<file path="config.mk">
export PLATFORM = sky130hd
export DESIGN_NAME = mem_wb_stage_flat
export DESIGN_NICKNAME = d
export VERILOG_FILES = /design/src/rtl/pipe_pkg.sv /design/src/rtl/mem_wb_stage_if.sv /design/src/rtl/wb_mux.sv /design/src/rtl/mem_wb_stage.sv /design/src/flat_wrapper.sv
export SDC_FILE = /design/constraint.sdc
export NUM_CORES = 1
export LEC_CHECK = 0
export ABC_AREA = 0
export CAP_MARGIN = 0
export CORE_MARGIN = 2
export CORE_UTILIZATION = 50
export CTS_CLUSTER_SIZE = 24
export DETAILED_ROUTE_END_ITERATION = 10
export PLACE_DENSITY = 0.94
export SLEW_MARGIN = 15
export SYNTH_ARGS = -nofsm -noshare
export SYNTH_HDL_FRONTEND = slang
export SYNTH_SLANG_ARGS = --single-unit
</file>
<file path="constraint.sdc">
create_clock -name clk -period 2.75 [get_ports clk]
set_input_delay 0.275 -clock clk [delete_from_list [all_inputs] [get_ports clk]]
set_output_delay 0.275 -clock clk [all_outputs]
set_load 0.05 [all_outputs]
</file>
<file path="src/rtl/pipe_pkg.sv">
// Shared pipeline definitions: well-known register numbers, writeback select
// encoding and the MEM/WB field bundle also consumed by the forwarding unit.
package pipe_pkg;

  localparam logic [4:0] REG_ZERO = 5'd0;
  localparam logic [4:0] REG_RA   = 5'd31;

  typedef enum logic [1:0] {
    WB_SEL_ALU  = 2'd0,
    WB_SEL_MEM  = 2'd1,
    WB_SEL_LINK = 2'd2
  } wbSel_e;

  typedef struct packed {
    logic        valid;
    logic        regWrite;
    logic        memToReg;
    logic        link;
    logic [4:0]  writeRegister;
    logic [31:0] aluResult;
    logic [31:0] readData;
    logic [31:0] pcPlus4;
  } memWbFields_t;

  // Link outranks the load path, which outranks the ALU result.
  function automatic wbSel_e wbSelFor(input logic link, input logic memToReg);
    if (link) begin
      return WB_SEL_LINK;
    end else if (memToReg) begin
      return WB_SEL_MEM;
    end
    return WB_SEL_ALU;
  endfunction

endpackage

</file>
<file path="src/rtl/mem_wb_stage_if.sv">
// MEM/WB boundary bundle: memory-stage results and hazard controls in,
// register-file write port and WB valid out.
interface mem_wb_stage_if #(
  parameter int unsigned DATA_W = 32,
  parameter int unsigned REG_AW = 5
);
  logic              stall;
  logic              flush;
  logic              m_valid;
  logic              m_RegWrite;
  logic              m_MemtoReg;
  logic              m_Link;
  logic [REG_AW-1:0] m_WriteRegister;
  logic [DATA_W-1:0] m_ALUResult;
  logic [DATA_W-1:0] m_ReadData;
  logic [DATA_W-1:0] m_PCPlus4;

  logic              RegWrite;
  logic [REG_AW-1:0] WriteRegister;
  logic [DATA_W-1:0] WriteData;
  logic              wb_valid;

  modport master (
    output stall, flush, m_valid, m_RegWrite, m_MemtoReg, m_Link,
    output m_WriteRegister, m_ALUResult, m_ReadData, m_PCPlus4,
    input  RegWrite, WriteRegister, WriteData, wb_valid
  );

  modport slave (
    input  stall, flush, m_valid, m_RegWrite, m_MemtoReg, m_Link,
    input  m_WriteRegister, m_ALUResult, m_ReadData, m_PCPlus4,
    output RegWrite, WriteRegister, WriteData, wb_valid
  );
endinterface

</file>
<file path="src/rtl/wb_mux.sv">
// Writeback data select: PC+4 for links, load data for loads, else ALU result.
module wb_mux
  import pipe_pkg::*;
#(
  parameter int unsigned DATA_W = 32
) (
  input  logic              link,
  input  logic              memToReg,
  input  logic [DATA_W-1:0] aluResult,
  input  logic [DATA_W-1:0] readData,
  input  logic [DATA_W-1:0] pcPlus4,
  output logic [DATA_W-1:0] writeData
);

  wbSel_e sel;
  assign sel = wbSelFor(link, memToReg);

  always_comb begin
    writeData = aluResult;
    unique case (sel)
      WB_SEL_LINK: writeData = pcPlus4;
      WB_SEL_MEM:  writeData = readData;
      default:     writeData = aluResult;
    endcase
  end

endmodule

</file>
<file path="src/rtl/mem_wb_stage.sv">
// MEM/WB pipeline register with $zero write suppression and jal $ra forcing.
// Optional retired-instruction counter enabled by MEM_WB_RETIRE_CNT_EN.
module mem_wb_stage
  import pipe_pkg::*;
#(
  parameter int unsigned DATA_W = 32,
  parameter int unsigned REG_AW = 5
) (
  input  logic         clk,
  input  logic         rst_n,
`ifdef MEM_WB_RETIRE_CNT_EN
  input  logic         cnt_clr,
  output logic [31:0]  retired_cnt,
`endif
  mem_wb_stage_if.slave bus
);

  logic              validQ;
  logic              regWriteQ;
  logic              memToRegQ;
  logic              linkQ;
  logic [REG_AW-1:0] writeRegisterQ;
  logic [DATA_W-1:0] aluResultQ;
  logic [DATA_W-1:0] readDataQ;
  logic [DATA_W-1:0] pcPlus4Q;
  logic              loadFire;

  assign loadFire = !bus.flush && !bus.stall;

  // Flush only kills valid/RegWrite; data fields keep their last values.
  always_ff @(posedge clk or negedge rst_n) begin
    if (!rst_n) begin
      validQ         <= 1'b0;
      regWriteQ      <= 1'b0;
      memToRegQ      <= 1'b0;
      linkQ          <= 1'b0;
      writeRegisterQ <= '0;
      aluResultQ     <= '0;
      readDataQ      <= '0;
      pcPlus4Q       <= '0;
    end else if (bus.flush) begin
      validQ    <= 1'b0;
      regWriteQ <= 1'b0;
    end else if (loadFire) begin
      validQ         <= bus.m_valid;
      regWriteQ      <= bus.m_RegWrite | bus.m_Link;
      memToRegQ      <= bus.m_MemtoReg;
      linkQ          <= bus.m_Link;
      writeRegisterQ <= bus.m_Link ? REG_AW'(REG_RA) : bus.m_WriteRegister;
      aluResultQ     <= bus.m_ALUResult;
      readDataQ      <= bus.m_ReadData;
      pcPlus4Q       <= bus.m_PCPlus4;
    end
  end

  assign bus.wb_valid      = validQ;
  assign bus.WriteRegister = writeRegisterQ;
  assign bus.RegWrite      = validQ & regWriteQ & (writeRegisterQ != REG_AW'(REG_ZERO));

  wb_mux #(
    .DATA_W (DATA_W)
  ) u_wb_mux (
    .link      (linkQ),
    .memToReg  (memToRegQ),
    .aluResult (aluResultQ),
    .readData  (readDataQ),
    .pcPlus4   (pcPlus4Q),
    .writeData (bus.WriteData)
  );

`ifdef MEM_WB_RETIRE_CNT_EN
  logic [31:0] retiredCntQ;

  always_ff @(posedge clk or negedge rst_n) begin
    if (!rst_n) begin
      retiredCntQ <= '0;
    end else if (cnt_clr) begin
      retiredCntQ <= '0;
    end else if (loadFire && bus.m_valid) begin
      retiredCntQ <= retiredCntQ + 32'd1;
    end
  end

  assign retired_cnt = retiredCntQ;
`endif

endmodule

</file>
<file path="src/flat_wrapper.sv">
// flat-port wrapper written by rule: the top's interface ports become plain ports
module mem_wb_stage_flat import pipe_pkg::*;
#(
  parameter int unsigned DATA_W = 32,
  parameter int unsigned REG_AW = 5
)
  (clk, rst_n, bus_stall, bus_flush, bus_m_valid, bus_m_RegWrite, bus_m_MemtoReg, bus_m_Link, bus_m_WriteRegister, bus_m_ALUResult, bus_m_ReadData, bus_m_PCPlus4, bus_RegWrite, bus_WriteRegister, bus_WriteData, bus_wb_valid);
  mem_wb_stage_if #(.DATA_W(DATA_W), .REG_AW(REG_AW)) bus_i ();
  input  logic clk;
  input  logic rst_n;
  input wire logic [$bits(bus_i.stall)-1:0] bus_stall;
  input wire logic [$bits(bus_i.flush)-1:0] bus_flush;
  input wire logic [$bits(bus_i.m_valid)-1:0] bus_m_valid;
  input wire logic [$bits(bus_i.m_RegWrite)-1:0] bus_m_RegWrite;
  input wire logic [$bits(bus_i.m_MemtoReg)-1:0] bus_m_MemtoReg;
  input wire logic [$bits(bus_i.m_Link)-1:0] bus_m_Link;
  input wire logic [$bits(bus_i.m_WriteRegister)-1:0] bus_m_WriteRegister;
  input wire logic [$bits(bus_i.m_ALUResult)-1:0] bus_m_ALUResult;
  input wire logic [$bits(bus_i.m_ReadData)-1:0] bus_m_ReadData;
  input wire logic [$bits(bus_i.m_PCPlus4)-1:0] bus_m_PCPlus4;
  output wire logic [$bits(bus_i.RegWrite)-1:0] bus_RegWrite;
  output wire logic [$bits(bus_i.WriteRegister)-1:0] bus_WriteRegister;
  output wire logic [$bits(bus_i.WriteData)-1:0] bus_WriteData;
  output wire logic [$bits(bus_i.wb_valid)-1:0] bus_wb_valid;
  assign bus_i.stall = bus_stall;
  assign bus_i.flush = bus_flush;
  assign bus_i.m_valid = bus_m_valid;
  assign bus_i.m_RegWrite = bus_m_RegWrite;
  assign bus_i.m_MemtoReg = bus_m_MemtoReg;
  assign bus_i.m_Link = bus_m_Link;
  assign bus_i.m_WriteRegister = bus_m_WriteRegister;
  assign bus_i.m_ALUResult = bus_m_ALUResult;
  assign bus_i.m_ReadData = bus_m_ReadData;
  assign bus_i.m_PCPlus4 = bus_m_PCPlus4;
  assign bus_RegWrite = bus_i.RegWrite;
  assign bus_WriteRegister = bus_i.WriteRegister;
  assign bus_WriteData = bus_i.WriteData;
  assign bus_wb_valid = bus_i.wb_valid;
  mem_wb_stage #(.DATA_W(DATA_W), .REG_AW(REG_AW)) u_core (.clk(clk), .rst_n(rst_n), .bus(bus_i));
endmodule
</file>
==> results.sh <==
export IMPL_grt_setup_unrepaired="false"
export IMPL_syn_nets=455
export IMPL_rr_startpoint="u_core.linkQ"
export IMPL_yosysTopAreaCellShare_pct=55.6
export IMPL_finalHoldViolCount=0
export IMPL_grt_pass1_wl_microns=16000
export IMPL_clock_root_buffer="clkbuf_8"
export IMPL_arrival_ns=2.20
export IMPL_h_tree_depth=3
export IMPL_cts_made_buffers=9
export IMPL_worstPathCellList="nand2_1 -> o21ai_0 -> clkdlybuf4s50_1"
export IMPL_drtAntennaViolNets=0
export IMPL_fin_skew_ns=0
export IMPL_drive_gt1_share_pct=30.2
export IMPL_grt_max_degree=57
export IMPL_fin_cells=604
export IMPL_viasPerCell=5.34
export IMPL_clk_latency_ns=0.35
export IMPL_die_area_sq_mm=0.0102
export IMPL_cp_end_kind="output port"
export IMPL_slew_headroom_pct=57.1
export IMPL_clk_pin_slew_ns=0.10
export IMPL_crit_type="flip-flop to output port"
export IMPL_seq_area_frac_synth_pct=55.6
export IMPL_portBuffers=147
export IMPL_row_count=35
export IMPL_antenna_found_initial=0
export IMPL_p_leak_uw=0.00277
export IMPL_yosys_area_top_type="dfrtp_1"
export IMPL_place_congestion=0.754
export IMPL_grtUsageTotal_pct=20.1
export IMPL_first_pass_iters=4
export IMPL_fp_dieH_microns=101
export IMPL_ioPinCount=148
export IMPL_syn_area_sq_mm=0.00473
export IMPL_setup_violations=0
export IMPL_worst_path_max_delay_cell="clkdlybuf4s50_1"
export IMPL_crit_fanout=37
export IMPL_cap_violations=0
export IMPL_rr_endpoint="u_core.linkQ"
export IMPL_grt_pass1_vias=3393
export IMPL_yosys_register_bits=105
export IMPL_wirelength_microns=10100
export IMPL_slowest_delay_ns=0.83
export IMPL_numClockSinks=105
export IMPL_syn_inst=346
export IMPL_initial_core_util_pct=51.4
export IMPL_power_uw=4330
export IMPL_synth_area_per_cell_sq_um=13.7
export IMPL_clockBufferDepth=2
export IMPL_slew_violations=0
export IMPL_vias=3226
export IMPL_cp_start_kind="flip-flop"
export IMPL_drt_first_iter_violations=73
export IMPL_worst_pin_slew_ns=0.644
export IMPL_fin_tns_setup_ns=0
export IMPL_num_antenna_cells=0
export IMPL_fin_crit_ns=2.47
export IMPL_wl_per_cell_microns=16.7
export IMPL_dieWidth_microns=101
export IMPL_drc=0
export IMPL_core_sq_mm=0.00920
export IMPL_r2r_cells=2
export IMPL_crit_start="u_core.linkQ"
export IMPL_r2r_slack_ns=1.30
export IMPL_fmax_ghz=0.404
export IMPL_cts_tree="yes"
export IMPL_vdd_drop_max_uv=356
export IMPL_place_hpwl_microns=7210
export IMPL_critPathRequiredTime_ns=2.48
export IMPL_place_inst=587
export IMPL_yosysWarnings=0
export IMPL_power_density_mw_per_mm2=677
export IMPL_fin_hold_ws_ns=0.482
export IMPL_ys_types=18
export IMPL_area_growth_pct=35.4
export IMPL_fin_crit_sh_pct=90.0
export IMPL_hold_class="input port to async pin"
export IMPL_grt_overflow_total=0
export IMPL_nNetsFinal=597
export IMPL_synth_area_top_cells="dfrtp_1 (56%), mux2_2 (19%), mux2i_1 (7.0%)"
export IMPL_status="finished clean"
[cell usage in the layout (no fill, tap or decap)]
master             n
buf_12             3
buf_4             28
bufinv_16          1
clkbuf_8           9
clkdlybuf4s50_1  122
clkinv_2           1
dfrtp_1          103
dfrtp_2            1
dfrtp_4            1
dlygate4sd3_1      1
inv_6              4
inv_8              1
mux2_2            78
mux2_4            20
mux2i_1           33
nand2_1           32
nor2_1             6
nor2_8             1
nor2b_1            1
nor3_1             2
o21ai_0           42
o311a_1            1
or2_2              1
or3_1              1
[how the worst max path moves through the flow]
stage,slack [ns],depth (start not counted),end
2_1_floorplan,0.59,4,bus_WriteData[0]
3_3_place_gp,0.56,3,bus_WriteData[18]
3_5_place_dp,0.52,3,bus_WriteData[7]
4_1_cts,0.1,3,bus_WriteData[7]
5_1_grt,0.09,3,bus_WriteData[12]
6_report,0.28,3,bus_WriteData[12]
[critical path, delay by kind of cell (launching register included)]
| family | cells | cell delay (ns) |
|---|---|---|
| AO/OA/AOI/OAI | 1 | 0.12 |
| flip-flops | 1 | 0.78 |
| buffers and inverters | 1 | 0.83 |
| AND/OR/NAND/NOR | 1 | 0.11 |
[routing by layer]
layer	global-route usage (%)	share of wire, %
met5	0	0
met4	5.51	1.7
met3	5.73	5.9
met2	33.9	51
met1	25.6	41
[layout make-up]
type	count	area (sq um)
clock buffer	9	124
clock inverter	7	81.3
fill	642	2800
multi-input combinational	218	1920
sequential	105	2630
tap	111	139
timing repair buffer	154	1500
[cell families after synthesis]
group,share of synthesized area [%]
flip-flops,55.6
buffers and inverters,3.76
AO/OA/AOI/OAI,4.66
multiplexers,31.9
AND/OR/NAND/NOR,4.05
[Yosys cell counts]
cell,count
or3_1,1
mux2_4,20
buf_4,11
o311a_1,1
nor2b_1,1
nor2_8,1
mux2i_1,33
buf_2,2
buf_6,2
buf_12,2
clkbuf_1,6
nor2_1,6
nand2_1,32
nor3_1,2
o21ai_0,42
or2_2,1
dfrtp_1,105
mux2_2,78
[what timing repair did]
item | 4_1_cts | 5_1_grt
endpoints found under the setup margin | 0 | 2
gates resized for setup | 0 | 1
hold buffers | 1 | 0
hold endpoints to repair | 49 | 0
buffers inserted | 0 | 0
[power by group]
group	switching, uW	total, uW	internal (uW)
Sequential	167	1940	1770
Clock	546	985	440
Combinational	779	1410	634
[stage by stage]
stage	util (%)	worst slack [ns]	area, sq um
2_1_floorplan	-	0.592	4730
3_5_place_dp	67.2	0.520	6180
5_1_grt	69.6	0.0903	6400
3_3_place_gp	67.2	0.558	6180
6_report	69.6	0.275	6400
4_1_cts	69.6	0.0950	6400
[registers in the layout, indices dropped and copies added (netlist names)]
name                      count
u_core.aluResultQ            32
u_core.bus.WriteRegister      5
u_core.bus.wb_valid           1
u_core.linkQ                  1
u_core.memToRegQ              1
u_core.pcPlus4Q              32
u_core.readDataQ             32
u_core.regWriteQ              1
Note: power is estimated with default switching activity, not from simulation.
